[src/rtl/eq_pkg.sv]
// Shared types and constants for the equaliser scale/sum scheduler.
package eq_pkg;

    localparam int unsigned NUM_BANDS  = 5;
    localparam int unsigned AUD_W      = 16;
    localparam int unsigned POT_W      = 12;
    localparam int unsigned ACC_W      = 19;
    localparam int unsigned BAND_SHIFT = 11;
    localparam int unsigned COEF_W     = POT_W + 1;
    localparam int unsigned PROD_W     = AUD_W + COEF_W;
    localparam int unsigned VOL_SHIFT  = 12;
    localparam int unsigned NUM_PROD   = 2 * NUM_BANDS;

    localparam logic signed [PROD_W-1:0] AUD_MAX = PROD_W'(32767);
    localparam logic signed [PROD_W-1:0] AUD_MIN = PROD_W'(-32768);

    typedef enum logic [2:0] {
        ST_IDLE,
        ST_SCALE,
        ST_DRAIN,
        ST_VOL,
        ST_VDRAIN
    } state_t;

    typedef enum logic [2:0] {
        BAND_LP,
        BAND_B1,
        BAND_B2,
        BAND_B3,
        BAND_HP
    } band_t;

    // Clamp a wide signed value into the signed audio range.
    function automatic logic signed [AUD_W-1:0] sat_aud(input logic signed [PROD_W-1:0] x);
        if (x > AUD_MAX) begin
            return 16'sh7fff;
        end else if (x < AUD_MIN) begin
            return 16'sh8000;
        end else begin
            return AUD_W'(x);
        end
    endfunction

endpackage

[src/rtl/eq_mult.sv]
// Shared 16x13 signed multiplier with one registered output stage.
module eq_mult
    import eq_pkg::*;
(
    input  logic                     clk,
    input  logic                     rst_n,
    input  logic signed [AUD_W-1:0]  a,
    input  logic signed [COEF_W-1:0] b,
    output logic signed [PROD_W-1:0] p
);

    // Registered product.
    always_ff @(posedge clk or negedge rst_n) begin
        if (!rst_n) begin
            p <= '0;
        end else begin
            p <= a * b;
        end
    end

endmodule

[src/rtl/eq_scale_sched.sv]
// Equaliser band scaling, summation and master volume on one shared multiplier.
// Build option: define EQ_SAT_EN to saturate the band sums to 16 bits before the
// volume multiply; otherwise the sums wrap to their low 16 bits.
module eq_scale_sched
    import eq_pkg::*;
(
    input  logic                          clk,
    input  logic                          rst_n,
    input  logic                          smpl_rdy,
    input  logic [NUM_BANDS*AUD_W-1:0]    band_lft,
    input  logic [NUM_BANDS*AUD_W-1:0]    band_rght,
    input  logic [NUM_BANDS*POT_W-1:0]    POT_GAIN,
    input  logic [POT_W-1:0]              POT_VOL,
    output logic signed [AUD_W-1:0]       aud_out_lft,
    output logic signed [AUD_W-1:0]       aud_out_rght,
    output logic                          out_vld,
    output logic                          busy,
    output logic                          ovr
);

    state_t                       state;
    logic [3:0]                   cnt;
    logic [NUM_BANDS*AUD_W-1:0]   band_lft_h;
    logic [NUM_BANDS*AUD_W-1:0]   band_rght_h;
    logic [NUM_BANDS*POT_W-1:0]   gain_h;
    logic [POT_W-1:0]             vol_h;
    logic signed [ACC_W-1:0]      acc_l;
    logic signed [ACC_W-1:0]      acc_r;
    logic                         mv_q;
    logic                         mch_q;
    logic                         pend;
    logic signed [AUD_W-1:0]      hold_l;
    logic signed [AUD_W-1:0]      hold_r;

    band_t                        band_c;
    logic [6:0]                   aud_off;
    logic [5:0]                   gain_off;
    logic signed [AUD_W-1:0]      sum_l;
    logic signed [AUD_W-1:0]      sum_r;
    logic signed [AUD_W-1:0]      mul_a;
    logic signed [COEF_W-1:0]     mul_b;
    logic signed [PROD_W-1:0]     prod;
    logic signed [AUD_W-1:0]      band_scaled;
    logic                         accept_c;

    assign band_c   = band_t'(cnt[3:1]);
    assign aud_off  = 7'(band_c) * 7'(AUD_W);
    assign gain_off = 6'(band_c) * 6'(POT_W);
    assign accept_c = smpl_rdy && (state == ST_IDLE) && !busy;

`ifdef EQ_SAT_EN
    assign sum_l = sat_aud(PROD_W'(acc_l));
    assign sum_r = sat_aud(PROD_W'(acc_r));
`else
    assign sum_l = acc_l[AUD_W-1:0];
    assign sum_r = acc_r[AUD_W-1:0];
`endif

    assign band_scaled = sat_aud(prod >>> BAND_SHIFT);

    // Multiplier operand select: band gains during SCALE, master volume during VOL.
    always_comb begin
        mul_a = '0;
        mul_b = '0;
        case (state)
            ST_SCALE: begin
                mul_a = cnt[0] ? band_rght_h[aud_off +: AUD_W] : band_lft_h[aud_off +: AUD_W];
                mul_b = {1'b0, gain_h[gain_off +: POT_W]};
            end
            ST_VOL: begin
                mul_a = cnt[0] ? sum_r : sum_l;
                mul_b = {1'b0, vol_h};
            end
            default: ;
        endcase
    end

    eq_mult u_mult (
        .clk   (clk),
        .rst_n (rst_n),
        .a     (mul_a),
        .b     (mul_b),
        .p     (prod)
    );

    // Sequencer, accumulators and registered outputs.
    always_ff @(posedge clk or negedge rst_n) begin
        if (!rst_n) begin
            state        <= ST_IDLE;
            cnt          <= '0;
            band_lft_h   <= '0;
            band_rght_h  <= '0;
            gain_h       <= '0;
            vol_h        <= '0;
            acc_l        <= '0;
            acc_r        <= '0;
            mv_q         <= 1'b0;
            mch_q        <= 1'b0;
            pend         <= 1'b0;
            hold_l       <= '0;
            hold_r       <= '0;
            aud_out_lft  <= '0;
            aud_out_rght <= '0;
            out_vld      <= 1'b0;
            busy         <= 1'b0;
            ovr          <= 1'b0;
        end else begin
            out_vld <= 1'b0;
            pend    <= 1'b0;
            ovr     <= smpl_rdy && !accept_c;
            busy    <= (state != ST_IDLE) || pend;
            mv_q    <= (state == ST_SCALE);
            mch_q   <= cnt[0];

            // Band product from the previous cycle lands in its channel sum.
            if (mv_q) begin
                if (mch_q) begin
                    acc_r <= acc_r + ACC_W'(band_scaled);
                end else begin
                    acc_l <= acc_l + ACC_W'(band_scaled);
                end
            end

            if (pend) begin
                out_vld      <= 1'b1;
                aud_out_lft  <= hold_l;
                aud_out_rght <= hold_r;
            end

            case (state)
                ST_IDLE: begin
                    if (accept_c) begin
                        band_lft_h  <= band_lft;
                        band_rght_h <= band_rght;
                        gain_h      <= POT_GAIN;
                        vol_h       <= POT_VOL;
                        acc_l       <= '0;
                        acc_r       <= '0;
                        cnt         <= '0;
                        state       <= ST_SCALE;
                    end
                end
                ST_SCALE: begin
                    if (cnt == 4'(NUM_PROD - 1)) begin
                        cnt   <= '0;
                        state <= ST_DRAIN;
                    end else begin
                        cnt <= cnt + 4'd1;
                    end
                end
                ST_DRAIN: begin
                    cnt   <= '0;
                    state <= ST_VOL;
                end
                ST_VOL: begin
                    if (cnt[0]) begin
                        hold_l <= prod[VOL_SHIFT+AUD_W-1:VOL_SHIFT];
                        cnt    <= '0;
                        state  <= ST_VDRAIN;
                    end else begin
                        cnt <= 4'd1;
                    end
                end
                ST_VDRAIN: begin
                    hold_r <= prod[VOL_SHIFT+AUD_W-1:VOL_SHIFT];
                    pend   <= 1'b1;
                    state  <= ST_IDLE;
                end
                default: state <= ST_IDLE;
            endcase
        end
    end

endmodule

[config.mk]
export PLATFORM = sky130hd
export DESIGN_NAME = eq_scale_sched
export DESIGN_NICKNAME = d
export VERILOG_FILES = /design/src/rtl/eq_pkg.sv /design/src/rtl/eq_mult.sv /design/src/rtl/eq_scale_sched.sv
export SDC_FILE = /design/constraint.sdc
export NUM_CORES = 1
export LEC_CHECK = 0
export ABC_AREA = 1
export CAP_MARGIN = 20
export CORE_UTILIZATION = 45
export CTS_BUF_LIST = sky130_fd_sc_hd__clkbuf_4 sky130_fd_sc_hd__clkbuf_8
export CTS_CLUSTER_DIAMETER = 150
export DETAILED_ROUTE_END_ITERATION = 8
export PLACE_DENSITY = 0.68
export SLEW_MARGIN = 10
export SYNTH_ARGS = -nofsm -noshare
export SYNTH_HDL_FRONTEND = slang
export SYNTH_SLANG_ARGS = --single-unit
[constraint.sdc]
create_clock -name clk -period 9.89 [get_ports clk]
set_clock_uncertainty 0.05 [all_clocks]
set_input_delay 0.989 -clock clk [delete_from_list [all_inputs] [get_ports clk]]
set_output_delay 0.989 -clock clk [all_outputs]
set_load 0.05 [all_outputs]
==> reports/qor.csv <==
stage;metric;value;unit
status;status;complete, no violations;
clocking;Clock Latency Late Sink;680;ps
setup_path;Critical Path Source Type;flip-flop;
synthesis;Cell variety after synth;49;
clocking;CTS Root Buffer Type;clkbuf_8;
synthesis;Synth async-reset ratio;1.000;
floorplan;Die Height;237.7;um
place;RePlAce Congestion;0.9136;
clocking;postcts setup bufs;0;
floorplan;Top-Level Pins;270;
setup_path;R2R setup slack;730;ps
global_routing;first-pass GRT wire length;116.2;mm
clocking;clock sink count;359;
setup_path;Worst EP arrival;9660;ps
routing;total iterations of the first detailed-routing run;5;
clocking;Max Buffers Root-to-Sink;3;
setup_path;crit-path max FO;18;
global_routing;GRT overflow;0;
routing;First DRT Iteration DRCs;1903;
setup_path;slowest stage delay, CP;790;ps
setup_path;r2r worst-path depth;29;
setup_path;endpoint of the lowest-slack register-to-register path;u_mult.p[28];
timing;setup ws final;728.9;ps
cells_and_area;Finished Layout Cells;4193;
routing;Post-route DRC;0;
global_routing;GRT Total Usage;0.2635;
clocking;Num CTS Buffers;66;
routing;routed vias/inst;5.125;
min_path;HP Class;in -> async;
synthesis;number of synthesized flops with an enable pin;0;
routing;vias;21490;
global_routing;largest net degree at the start of global routing;95;
routing;drt wl/cell;17.14;um
clocking;clock-pin slew on the worst setup and hold paths;60;ps
floorplan;Die W;237.7;um
setup_path;reg2reg start;cnt[2];
routing;Final ANT Viol Nets;0;
cells_and_area;share of cells above drive strength 1;0.05578;
synthesis;sequential area share after synthesis;0.3593;
floorplan;Starting Density;0.4547;
timing;Final Hold Fails;0;
timing;hold_ws;212.0;ps
synthesis;dominant cells by area after synthesis;dfrtp_1 (36%), nand2_1 (18%), fa_1 (14%);
routing;final WL;71.88;mm
setup_path;highest-delay cell along the critical path;dfrtp_1;
synthesis;Syn Area/Cell;7.849;um^2
setup_path;critical path data required time;10390;ps
synthesis;Synth Net Count;3695;
synthesis;Post-Syn Area;25000;um^2
timing;Rel. slew slack;0.3360;
timing;Slew Viols, Final;0;
setup_path;cell mode on critical path;fa_1;
setup_path;crit path buf inv count;6;
place;placed cell count;4078;
synthesis;Synth Flop Type;dfrtp_1;
synthesis;post-synth top area cell;dfrtp_1;
setup_path;WP depth;29;
floorplan;Core Region;54990;um^2
global_routing;initial antenna violation count;3;
synthesis;Seq cells post-synth;359;
flow_run;# Max-Cap Violations;0;
synthesis;Cells after Synth;3185;
floorplan;die area;56500;um^2
timing;final setup violation count;0;
synthesis;Synthesis Warnings;0;
cells_and_area;area grow syn2layout;18.42;%
timing;fin crit share;0.9263;
setup_path;Worst Setup SP;cnt[2];
place;pre-CTS setup slack;888.9;ps
timing;Fin Setup TNS;0;ps
floorplan;row cnt;86;
timing;Worst-Margin Slew;994.9;ps
setup_path;kind of critical path;reg -> reg;
clocking;Hold Buf Count CTS;0;
place;Port-buffer cells;269;
clocking;H-tree levels;3;
setup_path;Crit. End Element;flip-flop;
cells_and_area;nets;3908;
clocking;post-CTS resize count;0;
place;HPWL Detailed;53.78;mm
setup_path;CP endpoint;u_mult.p[28];
timing;Tmin final;9161;ps
synthesis;top-area cell type share of the netlist area;0.3593;
setup_path;CP delay by family, top;adder cells;
timing;Max Clk Rate;109.2;MHz
clocking;CTS tree;done;
timing;unrepaired setup endpoints after global routing;false;
global_routing;number of global-route vias before repair;21780;
-- metrics by stage --
stage	area [um^2]	utilization
4_1_cts	29600	0.5383
5_1_grt	29610	0.5384
3_3_place_gp	28190	0.5126
6_report	29610	0.5384
3_5_place_dp	28190	0.5126
2_1_floorplan	25000	-
-- flip-flops by register name, summed over array words and instances, names as in the netlist, 12 cells and up --
| name | flops |
|---|---|
| acc_l | 16 |
| acc_r | 16 |
| aud_out_lft | 16 |
| aud_out_rght | 16 |
| band_lft_h | 80 |
| band_rght_h | 80 |
| gain_h | 60 |
| hold_l | 16 |
| hold_r | 16 |
| u_mult.p | 18 |
| vol_h | 12 |
-- logic make-up after synthesis --
group,synth area share
buf+inv,0.09414
compound gates,0.1064
mux,0.01521
flops,0.3593
fa+ha+maj,0.1917
simple gates,0.2182
xor+xnor,0.01501
-- area by class of cell --
class                           instances  area, um^2
Clock inverter                         17       191.4
Multi-Input combinational cell       2223       13670
Inverter                              454        1709
Antenna cell                            3       7.507
Timing Repair Buffer                  294        2885
Fill cell                            5263       25380
Tap cell                              748       935.9
Sequential cell                       359        8986
Clock buffer                           95        1220
-- how the worst min path moves through the flow --
stage	endpoint	cells past startpoint	slack, ps
3_3_place_gp	band_rght_h[36]	2	400
2_1_floorplan	out_vld	0	300
3_5_place_dp	band_rght_h[36]	2	400
4_1_cts	gain_h[25]	1	250
5_1_grt	gain_h[25]	1	290
6_report	gain_h[25]	1	210
-- layer usage --
metal  track usage  vias to the layer above  wire, um
met5             0                        -         0
met1        0.3515                    10320     31470
met4        0.1065                        0      2645
li1              -                    10340         -
met2        0.4250                      700     33260
met3       0.04634                      138      4506
-- layout by cell type, fill, tap and decap left out, drive strengths merged, types with 2 or more instances in the layout --
master / Yosys / layout
a32o: 9 / 9
clkinv: 1 / 11
xor2: 28 / 28
a221oi: 23 / 23
ha: 95 / 95
dfrtp: 359 / 359
inv: 453 / 456
o2111ai: 8 / 8
mux2i: 2 / 2
mux2: 32 / 32
nand3: 62 / 62
a211oi: 4 / 4
nor4: 2 / 2
o221ai: 8 / 8
nor3: 17 / 17
o22ai: 9 / 9
nand3b: 2 / 2
a31oi: 6 / 6
nand4: 8 / 8
o21ai: 217 / 217
clkdlybuf4s50: 0 / 268
clkinvlp: 0 / 2
o21a: 6 / 6
clkbuf: 97 / 95
fa: 180 / 180
a22oi: 18 / 18
o211ai: 10 / 10
a21boi: 2 / 2
a21oi: 128 / 128
xnor2: 14 / 14
buf: 52 / 26
nand2: 1181 / 1181
bufinv: 0 / 2
diode: 0 / 3
nor2: 137 / 137
o31ai: 7 / 7
-- cells in the mapped netlist (8+ instances only) --
master,number
a221oi_1,23
o221ai_1,8
nand3_1,62
o22ai_1,9
nor2_1,132
o211ai_1,10
mux2_2,32
a32o_1,8
a21oi_1,128
dfrtp_1,359
xnor2_1,14
nand2_1,1177
fa_1,180
xor2_1,27
a22oi_1,18
nand4_1,8
ha_1,95
inv_1,449
o21ai_0,215
clkbuf_1,97
nor3_1,17
o2111ai_1,8
buf_2,39
Power is left out: the tool's default activity adds up to more than one toggle a clock period on the data nets, which glitch-free logic cannot reach.
